$ cat src/rtl/led_channel_blinker.sv
// Multi-channel LED driver: a shared prescaler tick advances per-channel OFF/ON/BLINK/PWM
// engines, each reconfigured at runtime through a single-cycle write port.
module led_channel_blinker #(
  parameter  int CHANNELS = 4,
  parameter  int CNT_W    = 32,
  parameter  int PRESCALE = 100000,
  parameter  int DUTY_W   = 8,
  localparam int CH_W     = (CHANNELS > 1) ? $clog2(CHANNELS) : 1
) (
  input  logic                CLK_IN,
  input  logic                RST,
  input  logic                WR_EN,
  input  logic [CH_W-1:0]     WR_CH,
  input  logic [1:0]          WR_MODE,
  input  logic [CNT_W-1:0]    WR_PERIOD,
  input  logic [DUTY_W-1:0]   WR_DUTY,
  output logic [CHANNELS-1:0] LED,
  output logic                TICK
);

  typedef enum logic [1:0] {
    MODE_OFF   = 2'b00,
    MODE_ON    = 2'b01,
    MODE_BLINK = 2'b10,
    MODE_PWM   = 2'b11
  } mode_t;

  localparam int               PRE_W    = (PRESCALE > 1) ? $clog2(PRESCALE) : 1;
  localparam logic [PRE_W-1:0] PRE_LAST = PRE_W'(PRESCALE - 1);

  logic [PRE_W-1:0] pre;
  logic             tick_now;
  logic             wr_valid;

  mode_t              mode_q   [CHANNELS];
  mode_t              mode_d   [CHANNELS];
  logic [CNT_W-1:0]   period_q [CHANNELS];
  logic [CNT_W-1:0]   period_d [CHANNELS];
  logic [DUTY_W-1:0]  duty_q   [CHANNELS];
  logic [DUTY_W-1:0]  duty_d   [CHANNELS];
  logic [CNT_W-1:0]   bcnt_q   [CHANNELS];
  logic [CNT_W-1:0]   bcnt_d   [CHANNELS];
  logic [DUTY_W-1:0]  pcnt_q   [CHANNELS];
  logic [DUTY_W-1:0]  pcnt_d   [CHANNELS];
  logic [CHANNELS-1:0] led_d;

  // Last count of a BLINK half-period; a programmed period of 0 behaves as 1.
  function automatic logic [CNT_W-1:0] blink_last(input logic [CNT_W-1:0] period);
    return (period == '0) ? '0 : period - 1'b1;
  endfunction

  assign tick_now = (pre == PRE_LAST);
  assign wr_valid = WR_EN && ({1'b0, WR_CH} < (CH_W + 1)'(CHANNELS));

  always_ff @(posedge CLK_IN or posedge RST) begin
    if (RST) begin
      pre  <= '0;
      TICK <= 1'b0;
    end else begin
      TICK <= tick_now;
      pre  <= tick_now ? '0 : pre + 1'b1;
    end
  end

  // A write to a channel overrides that channel's tick update on the same edge.
  always_comb begin
    mode_d   = mode_q;
    period_d = period_q;
    duty_d   = duty_q;
    bcnt_d   = bcnt_q;
    pcnt_d   = pcnt_q;
    led_d    = LED;
    for (int i = 0; i < CHANNELS; i++) begin
      if (wr_valid && (WR_CH == CH_W'(i))) begin
        mode_d[i]   = mode_t'(WR_MODE);
        period_d[i] = WR_PERIOD;
        duty_d[i]   = WR_DUTY;
        bcnt_d[i]   = '0;
        pcnt_d[i]   = '0;
        case (mode_t'(WR_MODE))
          MODE_OFF:   led_d[i] = 1'b0;
          MODE_ON:    led_d[i] = 1'b1;
          MODE_BLINK: led_d[i] = 1'b1;
          MODE_PWM:   led_d[i] = (WR_DUTY != '0);
          default:    led_d[i] = 1'b0;
        endcase
      end else if (tick_now) begin
        case (mode_q[i])
          MODE_OFF: led_d[i] = 1'b0;
          MODE_ON:  led_d[i] = 1'b1;
          MODE_BLINK: begin
            if (bcnt_q[i] == blink_last(period_q[i])) begin
              led_d[i]  = ~LED[i];
              bcnt_d[i] = '0;
            end else begin
              bcnt_d[i] = bcnt_q[i] + 1'b1;
            end
          end
          MODE_PWM: begin
            pcnt_d[i] = pcnt_q[i] + 1'b1;
            led_d[i]  = (pcnt_d[i] < duty_q[i]);
          end
          default: led_d[i] = 1'b0;
        endcase
      end
    end
  end

  always_ff @(posedge CLK_IN or posedge RST) begin
    if (RST) begin
      for (int i = 0; i < CHANNELS; i++) begin
        mode_q[i]   <= MODE_OFF;
        period_q[i] <= '0;
        duty_q[i]   <= '0;
        bcnt_q[i]   <= '0;
        pcnt_q[i]   <= '0;
      end
      LED <= '0;
    end else begin
      mode_q   <= mode_d;
      period_q <= period_d;
      duty_q   <= duty_d;
      bcnt_q   <= bcnt_d;
      pcnt_q   <= pcnt_d;
      LED      <= led_d;
    end
  end

endmodule

$ cat config.mk
export PLATFORM = sky130hd
export DESIGN_NAME = led_channel_blinker
export DESIGN_NICKNAME = d
export VERILOG_FILES = /design/src/rtl/led_channel_blinker.sv
export SDC_FILE = /design/constraint.sdc
export NUM_CORES = 1
export LEC_CHECK = 0
export CORE_ASPECT_RATIO = 1.2
export CORE_UTILIZATION = 45
export DETAILED_ROUTE_END_ITERATION = 10
export GPL_TIMING_DRIVEN = 1
export PLACE_DENSITY = 0.72
export SLEW_MARGIN = 10
export SYNTH_ARGS = -nofsm -noshare
export SYNTH_HDL_FRONTEND = slang
export SYNTH_SLANG_ARGS = --single-unit
export TNS_END_PERCENT = 100
$ cat constraint.sdc
create_clock -name CLK_IN -period 15.1 [get_ports CLK_IN]
set_input_delay 3.02 -clock CLK_IN [delete_from_list [all_inputs] [get_ports CLK_IN]]
set_output_delay 3.02 -clock CLK_IN [all_outputs]
set_load 0.01 [all_outputs]
# Word level (Yosys, flattened, before mapping)
# Cells that the tools add are included.
# classes
n_mux,50
mul,0
shifts,0
eq_ne,27
n_reduce_logical,40
bitwise,4
n_addsub,13
n_lt_le_gt_ge,4
div_mod_pow,0
# ops
operator,n
two-way mux 32 bit,20
"adder 32 x 1 -> 32 bit, second input constant",4
== test 32 bit,4
logical NOT 32 bit,4
"subtractor 32 x 1 -> 32 bit, second input constant",4
two-way mux 8 bit,12
"adder 8 x 1 -> 8 bit, second input constant",4
< comparator 8 bit,4
"== test 2 bit, second input constant",12
AND reduction 2 bit,12
nonzero test 2 bit,12
"adder 17 x 1 -> 17 bit, second input constant",1
"== test 17 bit, second input constant",1
two-way mux 17 bit,1
case mux 1 bit (4 select lines),4
"== test 2 x 1 -> 1 bit, second input constant",6
logical NOT 2 bit,6
two-way mux 1 bit,12
"!= test 3 bit, second input constant",4
nonzero test 8 bit,1
logical AND 1 bit,4
inverter 1 bit,4
case mux 1 bit (3 select lines),1
OR reduction 2 bit,1
# totals
romBits,0
in_bits,47
n_memories,0
ram_bits,0
latch_bits,0
regBits,350
output_inout_bits,5

# Longest topological paths before layout
# Gate-level depths: netlist of the first run.
# depth
word_depth,7
ltp_mapped,15
depth_no_buf,12

# Worst setup path before layout of the first run
# Ideal clock, no wire load.
# synth_path
kind,in2reg
startpoint,input port WR_EN
endpoint,register bcnt_q[31] (netlist bit)
path_slack_ps,10560
setup_ps,132
arrival_time_ps,4409
cell_stages,7
path_buffers,1
cell_sequence,and3_1 > clkbuf_1 > o21ai_0 > or4_1 > nor2_1 > xnor2_1 > nor2_1
# synth_between
elab_chain_cells,3
# synth_lines
item,line_no,text
"start, declared",12,"input logic WR_EN,"
logical AND 1 bit *,74,if (wr_valid && (WR_CH == CH_W'(i))) begin
nonzero test 2 bit (no source line),-,
AND reduction 2 bit (no source line),-,
"end signal, assigned",123,bcnt_q <= bcnt_d;
"end, declared",41,logic [CNT_W-1:0] bcnt_q [CHANNELS];
# Mark *: on every way between the ends. The rest lies on a longest branch, timed or not.
# A chain may end at the register's enable or synchronous reset.

==> results of run 1 <==
flip-flops by register name, indices dropped and copies added, names as in the netlist:
register,flops
bcnt_q,128
pcnt_q,32
period_q,128
pre,17
mode_q,8
LED,4
duty_q,32
TICK,1
routing by layer:
metal / global-route usage / vias up / share of wire
li1: - / 9119 / -
met1: 0.326 / 9312 / 0.43
met2: 0.401 / 626 / 0.48
met3: 0.0353 / 105 / 0.063
met4: 0.0837 / 0 / 0.028
met5: 0 / - / 0
power breakdown:
part | switching [µW] | internal (µW)
combinational | 268 | 202
clock | 386 | 528
sequential | 121 | 1020
total | 776 | 1750
layout make-up:
cell class / count / area share
clock inverter: 10 / 0.00349
tap: 630 / 0.0324
timing repair buffer: 66 / 0.0261
multi-input combinational: 2074 / 0.523
clock buffer: 53 / 0.0455
inverter: 65 / 0.0103
sequential: 350 / 0.360
critical path: stages:
cell and delay (ns):
clkdlybuf4s50_1 0.49, inv_8 0.55, buf_12 0.66, buf_4 0.88
kinds of logic (layout without fill, tap and decap cells):
family,count (synthesis),after routing,share of synthesized area
buf+inv,197,194,0.0361
simple gates,1317,1317,0.294
fa+ha+maj,43,43,0.0242
xor+xnor,289,289,0.117
compound gates,372,372,0.109
mux,53,53,0.0261
flops,350,350,0.393
path summary, 6_finish.rpt:
path                          endpoint  cells after the start
max                         bcnt_q[77]                      4
min                         duty_q[16]                      2
max reg2reg                bcnt_q[117]                     10
min reg2reg                 duty_q[16]                      2
max in group CLK_IN         bcnt_q[94]                      9
min in group asynchronous   bcnt_q[26]                      2
per-stage QoR:
| step | total power (µW) | util | worst slack, ns | instance area (µm²) | cells |
|---|---|---|---|---|---|
| floorplan | 1470 | - | 2.37 | 22300 | 2621 |
| global placement | 1600 | 0.478 | 9.23 | 23200 | 3185 |
| detailed placement | 1610 | 0.478 | 9.14 | 23200 | 3185 |
| CTS | 2540 | 0.503 | 9.73 | 24400 | 3248 |
| global route | 2650 | 0.503 | 9.30 | 24400 | 3248 |
| finish | 2520 | 0.503 | 9.74 | 24400 | 3248 |
placed cells by master, fill, tap and decap left out, types with 42 or more instances in the layout:
master,netlist,final
inv_1,65,64
ha_1,43,43
and3_1,43,42
nor3_1,75,75
nor4_1,55,54
o21ai_0,116,116
nand2_1,465,465
nand3_1,91,91
dfrtp_1,350,350
nor2_1,265,263
nand4_1,62,62
xnor2_1,140,140
xor2_1,143,143
or3_1,52,52
clkdlybuf4s50_1,0,51
a21oi_1,78,78
==> results.yml, run 1 <==
cts:
  clock_sinks: 350
  cts.path.max_buffers: 3
  cts-hold-fix-buffers: 0
  path_clk_slew_ns: 0.06
  cts_tree: "built"
  cts_setup_buffers: 0
  clockRootBuffer: "clkbuf_16"
  htreeDepth: 2
  numCtsBuffers: 39
  clk_latency_ns: 0.56
  cts_resized: 0
global_route:
  grt_usage: 0.244
  grt_first_pass_wirelength_mm: 98.0
  grt_max_degree: 162
  antenna_found_initial: 0
  grt-ovfl-total: 0
  first_global_vias: 18200
yosys:
  synth_edf_count: 0
  yosys.area.top_type: "dfrtp_1"
  yosys-top-cells-count: "nand2_1 (465), dfrtp_1 (350), nor2_1 (265)"
  synth-seq-area-share: 0.393
  yosysMostFrequentCell: "nand2_1"
  synthCells: 2621
  synth_cell_types: 90
  syn_area_um2: 22300
  synth_flop_cell: "dfrtp_1"
  yosys-top-cells-area: "dfrtp_1 (39%), nand2_1 (7.8%), xor2_1 (5.6%), xnor2_1 (5.5%), nor2_1 (4.5%)"
  ys_async_sr_fraction: 1.00
  ys_ff_latch: 350
  syn_area_per_cell_um2: 8.49
  syn_nets: 2711
  yosys.area.top_type_share: 0.393
  ys.warnings.count: 0
setup_path:
  r2r_slack_ns: 9.91
  cp_max_fo: 161
  r2r_start: "period_q[106]"
  worstPathArrival_ns: 5.91
  critPathRequiredTime_ns: 15.65
  critPathLaunch: "RST"
  crit_path_end_kind: "async pin"
  critPathLaunchType: "input pin"
  worst-setup-path-type: "in -> async"
sta:
  setup_tns_ns: 0
  max_freq_ghz: 0.187
  period_minus_slack_ns: 5.36
  setup_violations: 0
  whs_ns: 0.479
  grt_setup_unrepaired: "no"
  drv_slew: 0
  slew_headroom: 0.300
  clock_skew_ns: 0.0119
  hold_viol_final: 0
  finalCritPeriodShare: 0.355
  tightest_slew_ns: 1.05
floorplan:
  die_y_um: 246
  initial_core_util: 0.460
  ios: 52
  core-area_um2: 48400
  die-width_um: 205
  fp-row-count: 88
  die_area_um2: 50400
routing:
  dr.pass1.iters: 6
  routed_via_density: 5.90
  ant_nets: 0
  vias: 19200
  drt_iter0_markers: 1586
  routedWlPerCell_um: 18.5
  remaining_drc_errors: 0
  wl_mm: 60.2
finish:
  synthToLayoutAreaGrowth_pct: 9.40
  regArea_um2: 8760
  drive_above_1_share: 0.0653
  nFillCells: 4547
  num_antenna_cells: 0
  multiInputGateArea_um2: 12700
  layout.nets: 2686
run_status:
  status: "complete, no violations"
flow_run:
  maxCapViolCount: 0
place:
  place.gp.congestion: 0.938
  port_buffers: 51
  place_hpwl_mm: 43.6
power:
  p_per_area_nw_per_um2: 104
  p_leak_uw: 0.0104
  max-vdd-ir-drop_uv: 87.4
min_path:
  hold_class: "reg -> reg"
  hp-start: "duty_q[16]"
Note: power is estimated with default switching activity, not from simulation.
==> inputs of run 2 (changes only) <==
PLACE_DENSITY = 0.74   (was 0.72)
clock period = 4.7 ns   (was 15.1 ns; I/O delays follow)
==> run 2 against run 1 <==
Sequential share of layout area fell by 0.52 points; highest routed layer unchanged; combinational power rose to 3.3 times the previous value; count of clock-buffer cells in the layout rose by 5; hold slack got worse by 0.0029 ns; critical path type is now reg -> reg; critical path depth rose by 7; die area did not move; first-iteration DRC count fell by 3.6%; clock power rose to 3.5 times the previous value; sequential power rose to 3.2 times the previous value.
==> results.yml, run 2 (synthesis results as in run 1) <==
finish:
  largest_registers: "bcnt_q: 128 flops, period_q: 128 flops"
  synthToLayoutAreaGrowth_pct: 11.0
  fin_area_um2: 24700
  layout.nets: 2707
  nFillCells: 4474
  finalCoreUtilization: 0.510
  multiInputGateArea_um2: 12700
  num_antenna_cells: 0
  regArea_um2: 8760
  drive_above_1_share: 0.0752
  final_common_cell: "nand2_1"
  mostFrequentLayoutCells: "nand2_1 (465), dfrtp_1 (350), nor2_1 (263)"
sta:
  finalCritPeriodShare: 0.926
  slew_headroom: 0.222
  clock_skew_ns: 0.0208
  grt_setup_unrepaired: "no"
  hold_viol_final: 0
  max_freq_ghz: 0.230
  setup_violations: 0
  drv_slew: 0
  tightest_slew_ns: 1.16
  period_minus_slack_ns: 4.35
global_route:
  grt-ovfl-total: 0
  first_global_vias: 18800
  grt_usage: 0.252
  antenna_found_initial: 0
  grt_first_pass_wirelength_mm: 101
  grt_max_degree: 105
cts:
  cts.path.max_buffers: 3
  clockRootBuffer: "clkbuf_16"
  cts-hold-fix-buffers: 0
  clock_sinks: 350
  cts_tree: "built"
  clk_latency_ns: 0.58
  numCtsBuffers: 41
  htreeDepth: 2
  path_clk_slew_ns: 0.06
min_path:
  hold_class: "reg -> reg"
place:
  place_hpwl_mm: 45.4
  placed_cell_area_um2: 23300
  port_buffers: 51
  place.gp.congestion: 0.932
floorplan:
  core-area_um2: 48400
  die-width_um: 205
  die_area_um2: 50400
  die_y_um: 246
  ios: 52
  initial_core_util: 0.460
  fp-row-count: 88
flow_run:
  maxCapViolCount: 0
power:
  max-vdd-ir-drop_uv: 248
  p_per_area_nw_per_um2: 340
  p_leak_uw: 0.0105
routing:
  routedWlPerCell_um: 19.0
  wl_mm: 62.3
  routed_via_density: 5.89
  remaining_drc_errors: 0
  vias: 19300
  ant_nets: 0
  dr.pass1.iters: 5
  drt_iter0_markers: 1529
setup_path:
  critPathRequiredTime_ns: 5.15
  critPathLaunchType: "register"
  cp_max_fo: 30
  crit_path_end_kind: "register"
  worst-setup-path-type: "reg -> reg"
  worstPathArrival_ns: 4.81
run_status:
  status: "complete, no violations"
run 2: cell count changes in the layout (fill, tap and decap cells not counted):
cell,delta
buf_4,+15
bufinv_16,+1
clkbuf_1,+3
clkinv_4,+3
nor4_1,-1
clkbuf_8,-2
inv_8,-1
nor4_2,+1
clkbuf_16,+4
clkinvlp_4,+5
clkinv_2,-2
buf_12,+4
run 2: path summary, 6_finish.rpt:
| check | from | endpoint | slack [ns] | cells past startpoint |
|---|---|---|---|---|
| max | period_q[106] | bcnt_q[98] | 0.35 | 11 |
| min | duty_q[8] | duty_q[8] | 0.48 | 2 |
| max reg2reg | period_q[106] | bcnt_q[98] | 0.35 | 11 |
| min reg2reg | duty_q[8] | duty_q[8] | 0.48 | 2 |
| max in group asynchronous | RST | duty_q[31] | 2.82 | 3 |
| min in group asynchronous | RST | bcnt_q[24] | 0.86 | 2 |
run 2: per-stage QoR:
stage                     setup WS (ns)  setup TNS [ns]  hold WS [ns]  cells  total power [µW]
after floorplan                  -0.926         -324.24         0.440   2621              4720
after global placement            0.328               0         0.466   3201              5180
after detailed placement          0.325               0         0.463   3201              5220
after CTS                         0.296               0         0.479   3275              8460
after global routing             0.0457               0         0.517   3278              8810
final                             0.347               0         0.476   3278              8410
run 2: final cells by class:
type,count,share of cell area
Inverter,65,0.0100
Timing Repair Buffer,85,0.0335
Clock inverter,16,0.00653
Tap cell,630,0.0319
Multi-Input combinational cell,2074,0.515
Sequential cell,350,0.354
Clock buffer,58,0.0483
run 2: what timing repair did:
item	in CTS	in global routing
resized for setup	0	1
endpoints found under the setup margin	0	29
endpoints found under the hold margin	0	0
buffers inserted	0	3
run 2: routing by layer:
layer,vias up,part of all wire,track usage
met5,-,0,0
met4,0,0.031,0.0889
met3,127,0.062,0.0433
met2,576,0.48,0.418
met1,9439,0.43,0.328
li1,9179,-,-
run 2: critical path, cell delays in order, from the launching register on:
cell     delay [ns]
dfrtp_1        0.46
or4_1          0.57
or4_1          0.74
nor3_4         0.45
nand2_1        0.32
a32oi_1        0.25
nand2_1        0.06
or3_1          0.38
nor4_4         0.40
a21o_1         0.18
buf_4          0.29
nor2_1         0.10
run 2: where the power goes:
part           leakage (µW)  switching (µW)  internal (µW)
clock network      0.000650            1320           1890
registers           0.00459             384           3270
logic               0.00530             883            669
total                0.0105            2580           5820
==> RTL change (flow settings as in run 1) <==
Change the parameter `PRESCALE` from 100000 to 25000.
--- a/src/rtl/led_channel_blinker.sv
+++ b/src/rtl/led_channel_blinker.sv
@@ -3,7 +3,7 @@
 module led_channel_blinker #(
   parameter  int CHANNELS = 4,
   parameter  int CNT_W    = 32,
-  parameter  int PRESCALE = 100000,
+  parameter  int PRESCALE = 25000,
   parameter  int DUTY_W   = 8,
   localparam int CH_W     = (CHANNELS > 1) ? $clog2(CHANNELS) : 1
 ) (
Behaviour: no difference found for any inputs over 4 cycles, from zero or initial values and one cycle with RST high; that may be too few to reach the edited logic, so the function may still have changed.
==> RTL change against run 1 <==
Sequential cell count is 2 lower; fmax fell by 5.2%; worst setup slack worse by 0.30 ns; routed wire length grew 5.5%; cell area grew 0.91%; area after synthesis up 0.32%; power up 4.4%; largest power group unchanged; highest routed layer is now met5.
==> RTL change: results (changes against run 1) <==
| Metric | Value |
|---|---|
| Status | `finished clean` |
| Worst skew pair latency | `0.59 ns (+0.03 ns)` |
| Unique masters post-synth | `86 (-4.4%)` |
| Ranking of synthesized cells by area | `dfrtp_1 (39%), nand2_1 (9.5%), xor2_1 (6.3%), xnor2_1 (5.1%), nor2_1 (4.7%)` |
| Sw power | `0.7980 mW (+2.8%)` |
| Share of cells above drive strength 1 | `4.764% (-1.8 points)` |
| WL/cell | `19.11 microns (+3.1%)` |
| Syn avg cell area | `8.266 sq um (-2.7%)` |
| Skew final | `0.03054 ns (+0.01867 ns)` |
| Total GRT Usage | `25.58% (+1.2 points)` |
| Syn Nets | `2792 (+3.0%)` |
| Nets | `2745 (+2.2%)` |
| Post-DP HPWL | `46200 microns (+6.0%)` |
| Final GP Congestion | `0.9553 (+1.8%)` |
| First-pass GRT wire length | `102800 microns (+5.0%)` |
| CP Data Arrival Time | `6.07 ns (+0.16 ns)` |
| Placed instance count | `3249 (+2.0%)` |
| Hold Crit Depth | `1 (-1)` |
| Peak supply drop | `0.06375 mV (-27%)` |
| Num CTS Buffers | `41 (+5.1%)` |
| Commonest cells post-synth | `nand2_1 (564), dfrtp_1 (348), nor2_1 (277)` |
| Initial antenna violation count | `1 (+1)` |
| Drt via density | `5.932 (+0.55%)` |
| Routed Wire Length | `63530 microns (+5.5%)` |
| Max_slew headroom | `23.71% (-6.3 points)` |
## RTL change: metrics by stage
stage | hold slack [ns] | utilization [%] | worst slack [ns]
floorplan | 0.4329 | - | 2.430
global placement | 0.4552 | 47.17 | 8.913
detailed placement | 0.4575 | 47.17 | 8.814
CTS | 0.4717 | 50.04 | 9.434
global route | 0.4985 | 50.05 | 8.969
finish | 0.4674 | 50.05 | 9.444
## RTL change: kinds of logic (layout without fill, tap and decap cells)
logic type,count (synthesis),after routing,synth area share (%)
DFF,348,348,38.99
AOI/OAI and AO/OA,359,359,10.84
xor gates and xnor gates,301,301,12.50
adders and majority gates,43,43,2.409
and+or+nand+nor,1394,1394,29.94
buffers and inverters,229,214,4.039
muxes,28,28,1.288
## RTL change: power by group through the flow
stage	Clock (mW)	Sequential [mW]	Combinational, mW
global placement	0	1.13	0.456
global route	1.09	1.13	0.531
detailed placement	0	1.13	0.469
finish	1.04	1.12	0.475
CTS	1.06	1.12	0.472
floorplan	0	1.09	0.364
## RTL change: worst paths after layout
kind / startpoint / endpoint / slack (ns)
setup / recovery: period_q[66] / bcnt_q[93] / 9.44
hold / removal: pre[0] / pre[0] / 0.47
setup reg to reg: period_q[66] / bcnt_q[93] / 9.44
hold reg to reg: pre[0] / pre[0] / 0.47
max in group asynchronous: RST / period_q[60] / 9.57
min in group asynchronous: RST / TICK / 2.95
## RTL change: cell type report
class / instances / area [sq um]
flip-flops and latches: 348 / 8708
clock inverters: 10 / 160.2
fillers: 4621 / 24530
repair buffers: 66 / 623.1
well taps: 637 / 797.0
multi-input cells: 2125 / 12760
inverters: 73 / 281.5
clock buffers: 65 / 1249
## RTL change: metal layers
layer / up-vias / routed length [microns] / global-route usage (%)
met5: - / 9 / 0
met4: 2 / 2249 / 9.717
met3: 153 / 3746 / 3.307
met2: 646 / 30990 / 43.97
met1: 9643 / 26530 / 32.53
li1: 9274 / - / -
## RTL change: worst max-delay path, stage by stage (launching register included)
cell       delay, ns
dfrtp_1         0.43
nor3_1          0.63
nand4b_1        0.72
or4_1           0.69
a2111oi_0       0.50
o21ba_2         0.22
a32o_1          0.21
nor4_1          0.34
nand4b_1        0.53
o21ai_2         1.09
nor2_1          0.12
